File: config.mk
export PLATFORM = sky130hd
export DESIGN_NAME = input_debounce
export DESIGN_NICKNAME = d
export VERILOG_FILES = /design/src/rtl/input_debounce_pkg.sv /design/src/rtl/input_debounce_channel.sv /design/src/rtl/input_debounce.sv
export SDC_FILE = /design/constraint.sdc
export NUM_CORES = 1
export LEC_CHECK = 0
export BUFFER_PORTS_ARGS = -buffer_cell sky130_fd_sc_hd__buf_2
export CAP_MARGIN = 20
export CORE_AREA = 2 2 97 52
export DETAILED_ROUTE_END_ITERATION = 8
export DIE_AREA = 0 0 99 54
export GPL_TIMING_DRIVEN = 0
export SYNTH_ARGS = -nofsm -noshare
export SYNTH_HDL_FRONTEND = slang
export SYNTH_SLANG_ARGS = --single-unit
File: constraint.sdc
create_clock -name CLK -period 2.5 [get_ports CLK]
set_clock_uncertainty 0.2 [all_clocks]
set_input_delay 0.375 -clock CLK [delete_from_list [all_inputs] [get_ports CLK]]
set_output_delay 0.375 -clock CLK [all_outputs]
set_load 0.05 [all_outputs]
File: src/rtl/input_debounce_pkg.sv
// Shared types and sizing helpers for the input debounce block.
package input_debounce_pkg;

    typedef enum logic {
        STABLE   = 1'b0,
        COUNTING = 1'b1
    } chan_state_t;

    function automatic int unsigned clog2(input int unsigned value);
        int unsigned result;
        int unsigned span;
        result = 0;
        span   = 1;
        while (span < value) begin
            span   = span << 1;
            result = result + 1;
        end
        return result;
    endfunction

    // A single-cycle debounce still needs a one-bit counter to keep the port legal.
    function automatic int unsigned cnt_width(input int unsigned cycles);
        int unsigned w;
        w = clog2(cycles);
        return (w == 0) ? 1 : w;
    endfunction

endpackage

File: src/rtl/input_debounce_channel.sv
// One debounced input bit: two-flop synchroniser, qualifying-tick counter,
// STABLE/COUNTING FSM, registered level and registered edge strobes.
module debounce_channel
    import input_debounce_pkg::*;
#(
    parameter int unsigned DEBOUNCE_CYCLES = 16,
    parameter logic        RESET_BIT       = 1'b0
) (
    input  logic clk,
    input  logic rst,
    input  logic tick,
    input  logic btn,
    output logic val,
    output logic val_rise,
    output logic val_fall,
    output logic commit
);

    localparam int unsigned          CNT_W  = cnt_width(DEBOUNCE_CYCLES);
    localparam logic [CNT_W-1:0]     LAST   = CNT_W'(DEBOUNCE_CYCLES - 1);
    localparam bit                   SINGLE = (DEBOUNCE_CYCLES == 1);

    logic             s1;
    logic             s2;
    chan_state_t      state;
    chan_state_t      state_next;
    logic [CNT_W-1:0] cnt;
    logic [CNT_W-1:0] cnt_next;
    logic             val_next;

    always_ff @(posedge clk) begin
        if (!rst) begin
            s1       <= RESET_BIT;
            s2       <= RESET_BIT;
            val      <= RESET_BIT;
            state    <= STABLE;
            cnt      <= '0;
            val_rise <= 1'b0;
            val_fall <= 1'b0;
        end else begin
            s1       <= btn;
            s2       <= s1;
            val      <= val_next;
            state    <= state_next;
            cnt      <= cnt_next;
            val_rise <= commit & s2;
            val_fall <= commit & ~s2;
        end
    end

    always_comb begin
        state_next = state;
        cnt_next   = cnt;
        val_next   = val;
        commit     = 1'b0;
        case (state)
            STABLE: begin
                if (s2 != val) begin
                    if (tick && SINGLE) begin
                        commit = 1'b1;
                    end else begin
                        state_next = COUNTING;
                        cnt_next   = tick ? CNT_W'(1) : '0;
                    end
                end
            end
            COUNTING: begin
                if (s2 == val) begin
                    state_next = STABLE;
                    cnt_next   = '0;
                end else if (tick) begin
                    if (cnt == LAST) begin
                        commit = 1'b1;
                    end else begin
                        cnt_next = cnt + CNT_W'(1);
                    end
                end
            end
            default: begin
                state_next = STABLE;
                cnt_next   = '0;
            end
        endcase
        if (commit) begin
            val_next   = s2;
            cnt_next   = '0;
            state_next = STABLE;
        end
    end

endmodule

File: src/rtl/input_debounce.sv
// WIDTH independent debounce channels plus a registered "any edge" flag
// that lines up with the per-bit rise/fall strobes.
module input_debounce
    import input_debounce_pkg::*;
#(
    parameter int unsigned      WIDTH           = 4,
    parameter int unsigned      DEBOUNCE_CYCLES = 16,
    parameter logic [WIDTH-1:0] RESET_VAL       = '0
) (
    input  logic             CLK,
    input  logic             RST,
    input  logic             TICK,
    input  logic [WIDTH-1:0] BTN,
    output logic [WIDTH-1:0] VAL,
    output logic [WIDTH-1:0] VAL_RISE,
    output logic [WIDTH-1:0] VAL_FALL,
    output logic             CHANGED
);

    logic [WIDTH-1:0] commit;

    for (genvar i = 0; i < WIDTH; i++) begin : g_ch
        debounce_channel #(
            .DEBOUNCE_CYCLES (DEBOUNCE_CYCLES),
            .RESET_BIT       (RESET_VAL[i])
        ) u_ch (
            .clk      (CLK),
            .rst      (RST),
            .tick     (TICK),
            .btn      (BTN[i]),
            .val      (VAL[i]),
            .val_rise (VAL_RISE[i]),
            .val_fall (VAL_FALL[i]),
            .commit   (commit[i])
        );
    end

    // Registered from the combinational commits so it is high in the same cycle as the strobes.
    always_ff @(posedge CLK) begin
        if (!RST) begin
            CHANGED <= 1'b0;
        end else begin
            CHANGED <= |commit;
        end
    end

endmodule

==> flow_summary.ini, run 1 <==
[cts]
post-cts-setup-buffers = 0
post_cts_resized = 0
cts_buffers = 5
cts.sinks = 41
ctsRootBufferMaster = clkbuf_8
ctsHtreeMaxLevel = 2
cts_buffer_depth = 2
clk_latency_ns = 0.30
cts_tree = built
path_clk_slew_ns = 0.09
hold_buffers = 0

[logic_synthesis]
yosys.area.top_type = dfxtp_1
synthTopCellsByArea = dfxtp_1, o2111ai_1, buf_4
synth_area_um2 = 1980
synthesis.nets = 225
yosysSeqAreaShare_pct = 41.5
syn_avg_cell_area_um2 = 9.25
yosys_warnings = 0
netlist.area_leader.share_pct = 41.5
netlist_instances = 214
synth-seq-cells = 41
yosysUniqueCellTypes = 31

[layout]
layout_commonest_cell = dfxtp_1
area.growth.synth_to_final_pct = 15.1
drive_gt1_share_pct = 20.0
final_core_util_pct = 49.3
multi_input_area_um2 = 958
regArea_um2 = 821
fillCellCount = 447
antennaDiodeCount = 0
layout_common_cells = dfxtp_1, buf_2, nand4_1, nand3_1
layout.nets = 250

[pwr]
leakagePower_uw = 0.000848
ir_worst_vdd_uv = 317
power_uw = 1380
power_density_nw_per_um2 = 605

[critical_path]
end_kind = flop
cp.depth = 4
crit_family = compound AO/OA/AOI/OAI gates
reg2reg_depth = 4
path_buf_inv = 0
crit_path_top_delay_cell = o31ai_1
path_class = reg -> reg
path_max_fanout = 4
cp.required_ns = 2.46
worstPathArrival_ns = 1.73
startpoint_type = flop
slowest_delay_ns = 0.53
cp_cell_sequence = ha_1 > nand4_1 > o31ai_1 > nor2_1

[timing]
hold_viol_final = 0
rsz0062_at_grt = false
worst_slew_pin_slew_ns = 0.709
post-route-period-util_pct = 70.9
tns_ns = 0
fmax_mhz = 564
slew_headroom_pct = 52.4
setup_viol = 0
layout_min_cycle_time_ns = 1.77
setup_ws_ns = 0.727
drv_slew = 0
timing.hold.ws_ns = 0.0774

[place]
gp_congestion = 0.891
dpl.hpwl_um = 2970
numPortBuffers = 18
pre_cts_slack_ns = 0.790

[drt]
vias_per_cell = 5.56
drtAntennaViolNets = 0
first_pass_iters = 4
wl_per_cell_um = 14.0
wl_um = 4210
drt_iter0_markers = 49
drc = 0
num_vias = 1667

[grt]
grt-ovfl-total = 0
grt_max_degree = 14
antenna_found_initial = 0
grt_pass1_vias = 1420
grt_first_pass_wirelength_um = 7080
grt_usage_pct = 17.2

[hold_path]
hold_path_depth = 2
min-delay-path-class = in -> reg

[die]
initial_utilization_pct = 42.9
die_area_um2 = 5350
io_pins = 20
rows = 18
die_y_um = 54
die_x_um = 99
core_um2 = 4620

[run_status]
status = complete, no violations

[flow_run]
maxCapViolations = 0
where the power goes:
part,switching (uW),internal [uW]
Combinational,46.7,25.2
Clock,239,397
Sequential,7.57,662
Total,293,1080
area by class of cell:
class	count	area share [%]
multi-input combinational	141	42.1
sequential	41	36.0
buffer	22	7.14
timing repair buffer	18	3.95
tap	60	3.29
clock buffer	5	3.02
clock inverter	3	2.86
inverter	10	1.65
cell families after synthesis:
logic type | count (synthesis) | share of synthesized area (%)
AND/OR/NAND/NOR | 80 | 22.9
XOR/XNOR | 8 | 3.92
buffers and inverters | 32 | 10.1
multiplexers | 4 | 2.02
flip-flops | 41 | 41.5
AO/OA/AOI/OAI | 45 | 17.0
adder cells (fa/ha/maj) | 4 | 2.53
registers in the layout, indices dropped and copies added (netlist names):
signal and count:
g_ch.u_ch.s1 4, g_ch.u_ch.state 4, g_ch.u_ch.val 4, g_ch.u_ch.s2 4, g_ch.u_ch.cnt 16, CHANGED 1, g_ch.u_ch.val_rise 4, g_ch.u_ch.val_fall 4
per-stage QoR:
| step | instances | instance area, um^2 |
|---|---|---|
| final | 300 | 2280 |
| after global placement | 292 | 2140 |
| after floorplan | 214 | 1980 |
| after detailed placement | 292 | 2140 |
| after global routing | 300 | 2280 |
| after CTS | 300 | 2280 |
final timing paths:
kind                                          start            endpoint  slack (ns)
worst max-delay path            g_ch[2].u_ch.cnt[1]  g_ch[2].u_ch.state        0.73
worst min-delay path                         BTN[2]     g_ch[2].u_ch.s1        0.08
worst max register to register  g_ch[2].u_ch.cnt[1]  g_ch[2].u_ch.state        0.73
worst min register to register      g_ch[2].u_ch.s1     g_ch[2].u_ch.s2        0.24
synthesized netlist by cell type:
cell	number
a21oi_1	4
a31oi_1	12
a32o_1	4
a41oi_2	1
and2_1	8
and3_1	4
buf_2	3
buf_4	12
buf_6	4
clkbuf_1	2
clkbuf_2	1
dfxtp_1	41
ha_1	4
inv_1	10
mux2i_1	4
nand2_1	6
nand2b_1	4
nand3_1	13
nand4_1	13
nor2_1	8
nor2b_1	2
nor3_1	8
o2111ai_1	12
o21ai_0	4
o31ai_1	8
or3_1	4
or4_1	9
or4b_1	1
xnor2_1	3
xnor2_2	1
xor2_1	4
layer usage:
layer	global-route usage (%)	part of all wire [%]	wire length (um)	vias up
li1	-	-	-	848
met1	26.2	54	2290	758
met2	23.1	38	1600	55
met3	4.81	6.7	282	6
met4	4.79	0.95	40	0
met5	0	0	0	-
No activity file was read; power rests on OpenSTA's default activity.
==> inputs of run 2 (changes only) <==
- PLACE_DENSITY: unset -> 0.65
- clock period: 2.5 -> 1.6 ns (I/O delays scaled with it)
==> flow_summary.ini, run 2 (synthesis gave the netlist of run 1 again) <==
[run_status]
status = complete, but fails checks
violations = setup timing

[place]
dpl.cell_count = 292
gp_congestion = 0.915
dpl.hpwl_um = 3100
pre_cts_slack_ns = -0.102
numPortBuffers = 18

[layout]
area.growth.synth_to_final_pct = 31.2
largest_reg_flops = 16
layout.nets = 265
antennaDiodeCount = 0
regMostFlops = g_ch.u_ch.cnt
layout_common_cells = dfxtp_1, buf_4, buf_2, nand4_1, dfxtp_2
instances_no_fill = 315
layout_commonest_cell = dfxtp_1
drive_gt1_share_pct = 38.8

[critical_path]
startpoint_type = flop
crit_family = simple AND/OR/NAND/NOR gates
worstPathArrival_ns = 1.63
cp_cell_sequence = ha_4 > nand4_1 > or3_4 > a41oi_2
path_buf_inv = 0
r2r_start = g_ch[2].u_ch.cnt[0]
crit_start = g_ch[2].u_ch.cnt[0]
path_max_fanout = 4
path_class = reg -> reg
end_kind = flop
cp.required_ns = 1.62
crit_path_top_delay_cell = or3_4
slowest_delay_ns = 0.45

[cts]
ctsRootBufferMaster = clkbuf_8
cts_tree = built
cts_buffer_depth = 2
path_clk_slew_ns = 0.08
clk_latency_ns = 0.30
cts_buffers = 5
ctsHtreeMaxLevel = 2
cts.sinks = 41

[pwr]
ir_worst_vdd_uv = 415
power_density_nw_per_um2 = 797
leakagePower_uw = 0.000924

[timing]
slew_headroom_pct = 59.9
drv_slew = 0
worst_slew_pin_slew_ns = 0.602
post-route-period-util_pct = 101
setup_ws_ns = -0.0122
rsz0062_at_grt = true
setup_viol = 2
fmax_mhz = 620
hold_viol_final = 0
tns_ns = -0.0143
layout_min_cycle_time_ns = 1.61

[drt]
drt_iter0_markers = 58
vias_per_cell = 5.79
first_pass_iters = 4
num_vias = 1824
drc = 0
drtAntennaViolNets = 0
wl_um = 4950
wl_per_cell_um = 15.7

[die]
io_pins = 20
rows = 18
core_um2 = 4620
die_area_um2 = 5350
initial_utilization_pct = 42.9
die_y_um = 54
die_x_um = 99

[hold_path]
min-delay-path-class = in -> reg
min-delay-start = RST

[flow_run]
maxCapViolations = 0

[grt]
grt_pass1_vias = 1576
antenna_found_initial = 0
grt_usage_pct = 18.6
grt_max_degree = 13
grt_first_pass_wirelength_um = 7640
grt-ovfl-total = 0
## run 2: changes by cell type in the layout (fill, tap and decap cells not counted), moves of 4 or more
cell           previous run  this run
or3_1                     4         0
o31ai_1                   8         3
buf_4                    12        23
dfxtp_1                  41        24
o31ai_2                   0         4
or3_4                     0         4
dlygate4sd3_1             0         4
ha_1                      4         0
dfxtp_2                   0        13
dfxtp_4                   0         4
## run 2: layer usage
layer / track usage, % / share of wire [%] / vias to the layer above
met4: 6.16 / 2.0 / 0
li1: - / - / 881
met5: 0 / 0 / -
met2: 28.4 / 44 / 59
met3: 5.58 / 6.3 / 13
met1: 25.6 / 48 / 871
## run 2: layout make-up
cell class | count | area (um^2)
sequential | 41 | 852
inverter | 10 | 45.0
buffer | 22 | 178
clock buffer | 7 | 86.3
tap | 60 | 75.1
fill | 405 | 2020
multi-input combinational | 141 | 1120
timing repair buffer | 33 | 213
clock inverter | 1 | 30.0
## run 2: worst paths after layout
path                         endpoint  slack [ns]  cells past startpoint
setup / recovery              CHANGED       -0.01                      4
hold reg to reg       g_ch[2].u_ch.s2        0.24                      1
setup reg to reg              CHANGED       -0.01                      4
hold / removal    g_ch[2].u_ch.cnt[1]        0.03                      3
## run 2: worst register-to-register path, delay by kind of cell, from the launching register on
kind,cells,cell delay (ns)
compound gates,1,0.21
flops,1,0.38
fa+ha+maj,1,0.16
simple gates,2,0.60
## run 2: where the power goes
part           leakage [uW]  internal [uW]  total (uW)  switching [uW]
sequential         0.000342           1030        1050            16.1
clock             0.0000585            509         879             370
combinational      0.000524           59.7         144            84.2
## run 2: what timing repair did
item | CTS | global route
setup buffers | 1 | 10
endpoints found under the setup margin | 25 | 31
endpoints found under the hold margin | 4 | 0
gates resized for setup | 24 | 34
hold buffers | 4 | 0
pin swaps | 0 | 6
## run 2: metrics by stage
stage                     hold WS (ns)  cell area [um^2]  total power (uW)  util, %
after floorplan                  0.167              1980              1150        -
after detailed placement         0.223              2140              1180     46.4
after CTS                       0.0544              2390              2070     51.8
after global routing            0.0346              2600              2140     56.2
after global placement           0.224              2140              1180     46.4
final                           0.0338              2600              2070     56.2
